===== src/rtl/saturate_pkg.sv =====
// Shared mode encodings and clamp-range helpers for the saturate_pipe block.
package saturate_pkg;

   localparam logic [1:0] MODE_WRAP = 2'b00;
   localparam logic [1:0] MODE_16   = 2'b01;
   localparam logic [1:0] MODE_24   = 2'b10;
   localparam logic [1:0] MODE_FULL = 2'b11;

   // Narrower output builds fold the 16/24 modes onto the full output range.
   function automatic int clamp_width(input logic [1:0] mode, input int ow);
      case (mode)
         MODE_16: return (ow < 24) ? ow : 16;
         MODE_24: return (ow < 24) ? ow : 24;
         default: return ow;
      endcase
   endfunction

   function automatic logic signed [63:0] lim_hi(input int w);
      return (64'sd1 <<< (w - 1)) - 64'sd1;
   endfunction

   function automatic logic signed [63:0] lim_lo(input int w);
      return -(64'sd1 <<< (w - 1));
   endfunction

endpackage


===== src/rtl/sat_lane.sv =====
// One channel's clamp/wrap datapath and overflow detect; purely combinational.
module sat_lane
   import saturate_pkg::*;
#(
   parameter int DW = 32,
   parameter int OW = 24
) (
   input  logic [DW-1:0] din,
   input  logic [1:0]    mode,
   output logic [OW-1:0] dout,
   output logic          ovf
);

   // Working in 64 bits keeps compares uniform; DW is limited to 64.
   logic signed [63:0] x, hi, lo, r;
   logic               sat_unused;

   always_comb begin
      x   = 64'($signed(din));
      hi  = lim_hi(clamp_width(mode, OW));
      lo  = lim_lo(clamp_width(mode, OW));
      r   = x;
      ovf = 1'b0;
      if (mode != MODE_WRAP) begin
         if (x > hi) begin
            r   = hi;
            ovf = 1'b1;
         end else if (x < lo) begin
            r   = lo;
            ovf = 1'b1;
         end
      end
      dout = r[OW-1:0];
   end

   assign sat_unused = &{1'b0, r[63:OW]};

endmodule


===== src/rtl/saturate_pipe.sv =====
// Two-stage multi-channel saturating pipeline with sticky overflow flags.
// Define SATURATE_OVFCNT_EN to build the per-channel overflow event counters.
module saturate_pipe
   import saturate_pkg::*;
#(
   parameter int DW   = 32,
   parameter int OW   = 24,
   parameter int CH   = 2,
   parameter int CNTW = 8
) (
   input  logic              sys_clk,
   input  logic              resetl,
   input  logic              in_valid,
   output logic              in_ready,
   input  logic [CH*DW-1:0]  in_data,
   input  logic [1:0]        in_mode,
   output logic              out_valid,
   input  logic              out_ready,
   output logic [CH*OW-1:0]  out_data,
   input  logic              clr,
   output logic [CH-1:0]     ovf_flag,
   output logic [CH*CNTW-1:0] ovf_cnt
);

   logic [2:1]              vld_pipe;
   logic                    adv, acc;
   logic [CH-1:0][OW-1:0]   lane_out, s1_data, s2_data;
   logic [CH-1:0]           lane_ovf, ovf_evt;

   assign adv      = !vld_pipe[2] || out_ready;
   assign in_ready = !vld_pipe[1] || adv;
   assign acc      = in_valid && in_ready;

   for (genvar g = 0; g < CH; g++) begin : g_lane
      sat_lane #(.DW(DW), .OW(OW)) u_lane (
         .din  (in_data[g*DW +: DW]),
         .mode (in_mode),
         .dout (lane_out[g]),
         .ovf  (lane_ovf[g])
      );
   end

   // S1 may refill while S2 is stalled, so valids do not shift in lockstep.
   always_ff @(posedge sys_clk or negedge resetl) begin
      if (!resetl) begin
         vld_pipe <= '0;
         s1_data  <= '0;
         s2_data  <= '0;
      end else begin
         if (acc) begin
            vld_pipe[1] <= 1'b1;
            s1_data     <= lane_out;
         end else if (adv) begin
            vld_pipe[1] <= 1'b0;
         end
         if (adv) begin
            vld_pipe[2] <= vld_pipe[1];
            s2_data     <= s1_data;
         end
      end
   end

   assign out_valid = vld_pipe[2];
   assign out_data  = s2_data;
   assign ovf_evt   = {CH{acc}} & lane_ovf;

   always_ff @(posedge sys_clk or negedge resetl) begin
      if (!resetl)  ovf_flag <= '0;
      else if (clr) ovf_flag <= ovf_evt;
      else          ovf_flag <= ovf_flag | ovf_evt;
   end

`ifdef SATURATE_OVFCNT_EN
   logic [CH-1:0][CNTW-1:0] cnt_q;

   always_ff @(posedge sys_clk or negedge resetl) begin
      if (!resetl) begin
         cnt_q <= '0;
      end else begin
         for (int k = 0; k < CH; k++) begin
            if (clr)
               cnt_q[k] <= {{(CNTW-1){1'b0}}, ovf_evt[k]};
            else if (ovf_evt[k] && cnt_q[k] != {CNTW{1'b1}})
               cnt_q[k] <= cnt_q[k] + CNTW'(1);
         end
      end
   end

   assign ovf_cnt = cnt_q;
`else
   assign ovf_cnt = '0;
`endif

endmodule


===== config.mk =====
export PLATFORM = sky130hd
export DESIGN_NAME = saturate_pipe
export DESIGN_NICKNAME = d
export VERILOG_FILES = /design/src/rtl/saturate_pkg.sv /design/src/rtl/sat_lane.sv /design/src/rtl/saturate_pipe.sv
export SDC_FILE = /design/constraint.sdc
export NUM_CORES = 1
export LEC_CHECK = 0
export BUFFER_PORTS_ARGS = -buffer_cell sky130_fd_sc_hd__buf_2
export CORE_MARGIN = 2
export CORE_UTILIZATION = 50
export CTS_CLUSTER_DIAMETER = 150
export DETAILED_ROUTE_END_ITERATION = 8
export PLACE_DENSITY = 0.77
export RECOVER_POWER = 25
export SYNTH_ARGS = -nofsm -noshare
export SYNTH_HDL_FRONTEND = slang
export SYNTH_HIERARCHICAL = 1
export SYNTH_SLANG_ARGS = --single-unit

===== constraint.sdc =====
create_clock -name sys_clk -period 1.3 [get_ports sys_clk]
set_input_delay 0.13 -clock sys_clk [delete_from_list [all_inputs] [get_ports sys_clk]]
set_output_delay 0.13 -clock sys_clk [all_outputs]
set_load 0.05 [all_outputs]

==> reports/metrics.csv <==
metric;value;unit
Final WS setup;-0.8561;ns
Compound-Gate Fraction of Synth Area;12.10;%
Filler Cell Count;824;
DR DRC count;0;
predominant post-synthesis flop cell;dfrtp_1;
arrival time at the worst endpoint;2.42;ns
CP startpoint kind;primary input;
Max Slew Vio Count;0;
WP buf/inv;2;
Tcrit/Tclk final;165.9;%
crit-path leading delay family;simple AND/OR/NAND/NOR gates;
clk slew on worst S/H paths;0.07;ns
Avg Cell Area, Syn;9.745;sq um
FF+latch count, synth;100;
first-pass GRT wire length;27870;microns
dpl ws;-1.306;ns
Seq/Total Area, Yosys;39.94;%
pin count of the biggest net entering global routing;53;
Hold Violations, Final;0;
total grt overflow;0;
Syn Inst Count;643;
final setup violation count;100;
Setup CP Type;in2reg;
RSZ-0062 raised after global routing;true;
max incr delay on CP;0.54;ns
setup_tns;-49.35;ns
most frequent cells in the layout;buf_2, dfrtp_1, nand2_1, buf_4, o211ai_1;
Initial Util;51.74;%
chip width;115.9;microns
Slew @ Worst Pin;0.8883;ns
DR WL/cell;18.03;microns
area delta synth->final;40.89;%
PwrDens;1312;nW/um^2
Final ANT Viol Nets;0;
violated checks;setup timing;
Worst Path Required;1.56;ns
I/O pins;139;
root buf cell;clkbuf_16;
simple-gate area share of the yosys netlist;22.86;%
max_cap viols;0;
largest family of logic cells by synthesized area;simple AND/OR/NAND/NOR gates;
vias per cell;5.704;
Die Footprint;13440;sq um
Setup crit end kind;register;
post-synthesis adder-cell area fraction;8.387;%
minimum clock period;2.156;ns
CTS Buf Count;9;
hold crit path type;in2reg;
share of layout cells above drive strength 1;44.89;%
P_leak;4.126;nW
GRT Overall Usage;26.34;%
post-synthesis xor/xnor area fraction;0;%
initial antenna violation count;2;
core area;12110;sq um
post-synthesis cell area;6266;sq um
clk_lat worst skew;0.35;ns
H-tree depth reported by CTS;3;
Clock Path Buffers;2;
RD Place Congestion;0.9301;
I/O Buffers;122;
CP max stage cell;or4bb_4;
via count;5772;
Clock Sinks;100;
Detailed Route Iter0 Violations;537;
clock skew;0.004797;ns
mux share of post-synthesis cell area;9.645;%
drt first pass iters;5;
peak supply drop;1.538;mV
YS warnings;6;
final core occ;72.89;%
vias in the first global route;5670;
final wirelength;18250;microns
nets;950;
relative slew slack;40.78;%
hpwl dp;12170;microns
Die Y;115.9;microns
Multi-input gate area;4010;sq um
Highest Clock Rate;463.8;MHz
Critical Path Fanout Max;8;
dpl cells;975;
Cell Chain, Critical Path;buf_6, nand2b_4, inv_6, ha_4, or4bb_4, nor2_4, and2_4, o31ai_4, mux2_4, a21oi_2, nand2_1, o211ai_1;
Async SR Flop Fraction;100.0;%
status;finished with violations;
sequential cell area;2504;sq um
commonest non-fill, non-tap cell in the layout;buf_2;
CTS tree;yes;
Row Count;40;
final std cells w/o fill;1012;
number of synthesized flops with an enable pin;0;
Min Hold Slack;0.1618;ns
Yosys cell types;39;
[path summary, 6_finish.rpt]
| path | from | to | slack, ns | cells past startpoint |
|---|---|---|---|---|
| worst max-delay path | in_mode[1] | s1_data[40] | -0.86 | 12 |
| worst min-delay path | in_data[9] | s1_data[9] | 0.16 | 5 |
| worst max register to register | vld_pipe[2] | out_data[44] | -0.23 | 4 |
| worst min register to register | out_data[24] | out_data[24] | 0.51 | 1 |
| max in group asynchronous | resetl | s1_data[2] | 0.12 | 3 |
| min in group asynchronous | resetl | s1_data[27] | 0.42 | 2 |
[where the power goes]
part	total [mW]	switching [mW]	internal (mW)	leakage [nW]
Clock	2.82	1.20	1.62	0.155
Sequential	4.27	0.508	3.76	1.20
Combinational	4.49	2.79	1.71	2.77
Total	11.6	4.49	7.09	4.13
[cell families (layout without fill, tap and decap cells)]
logic type / after synthesis / in the layout
muxes: 50 / 50
and+or+nand+nor: 254 / 254
DFF: 100 / 100
AOI/OAI and AO/OA: 110 / 110
adders and majority gates: 42 / 42
other: 1 / 18
buffers and inverters: 86 / 270
[synthesized netlist by cell type (3+ instances only)]
cell / n / area [sq um]
buf_6: 3 / 33.78
nor2_1: 6 / 22.52
dfrtp_1: 100 / 2502
a21oi_1: 28 / 140.1
o21ai_0: 10 / 50.05
nand4b_1: 50 / 437.9
clkbuf_1: 23 / 86.33
mux2_4: 11 / 165.2
nand2b_1: 50 / 312.8
o211ai_1: 54 / 405.4
buf_2: 11 / 55.05
inv_1: 29 / 108.9
or4_1: 4 / 30.03
buf_4: 17 / 127.6
o22ai_1: 4 / 25.02
nand4_1: 10 / 62.56
mux2_2: 39 / 439.2
ha_1: 42 / 525.5
nand2_1: 116 / 435.4
[layout make-up]
type                            count  share of cell area (%)
Antenna cell                        2                 0.05669
Clock buffer                       12                   2.905
Clock inverter                      4                  0.6236
Inverter                           29                   1.389
Multi-Input combinational cell    472                   45.42
Sequential cell                   100                   28.36
Tap cell                          168                   2.381
Timing Repair Buffer              225                   18.86
[layer usage]
layer / routed length [microns] / track usage (%) / vias to the layer above
met2: 9215 / 44.83 / 227
met4: 486 / 9.762 / 0
met1: 7518 / 33.58 / 2874
met3: 1031 / 4.864 / 39
li1: - / - / 2632
met5: 0 / 0 / -
[worst reg2reg max path, delay by kind of cell, from the launching register on]
family | cells | cell delay, ns
flip-flops | 1 | 0.41
AND/OR/NAND/NOR | 1 | 0.35
multiplexers | 1 | 0.30
buffers and inverters | 2 | 0.35
[stage by stage]
stage | instance area (sq um) | total power, mW
CTS | 8542 | 11.44
floorplan | 6590 | 7.210
global route | 8823 | 12.09
finish | 8828 | 11.58
detailed placement | 7804 | 8.462
global placement | 7804 | 8.312
[what timing repair did]
action                                 in CTS  in global routing
setup buffers                               9                  1
resized for setup                          61                 46
hold buffers                                2                  0
setup endpoints to repair                  52                100
endpoints found under the hold margin     102                  0
cloned                                      2                  5
pin swaps                                  32                 30
[state kept, by name, indices dropped and copies added (netlist names)]
signal / cells
out_data: 48
s1_data: 48
ovf_flag: 2
vld_pipe: 2
Note: power is estimated with default switching activity, not from simulation.
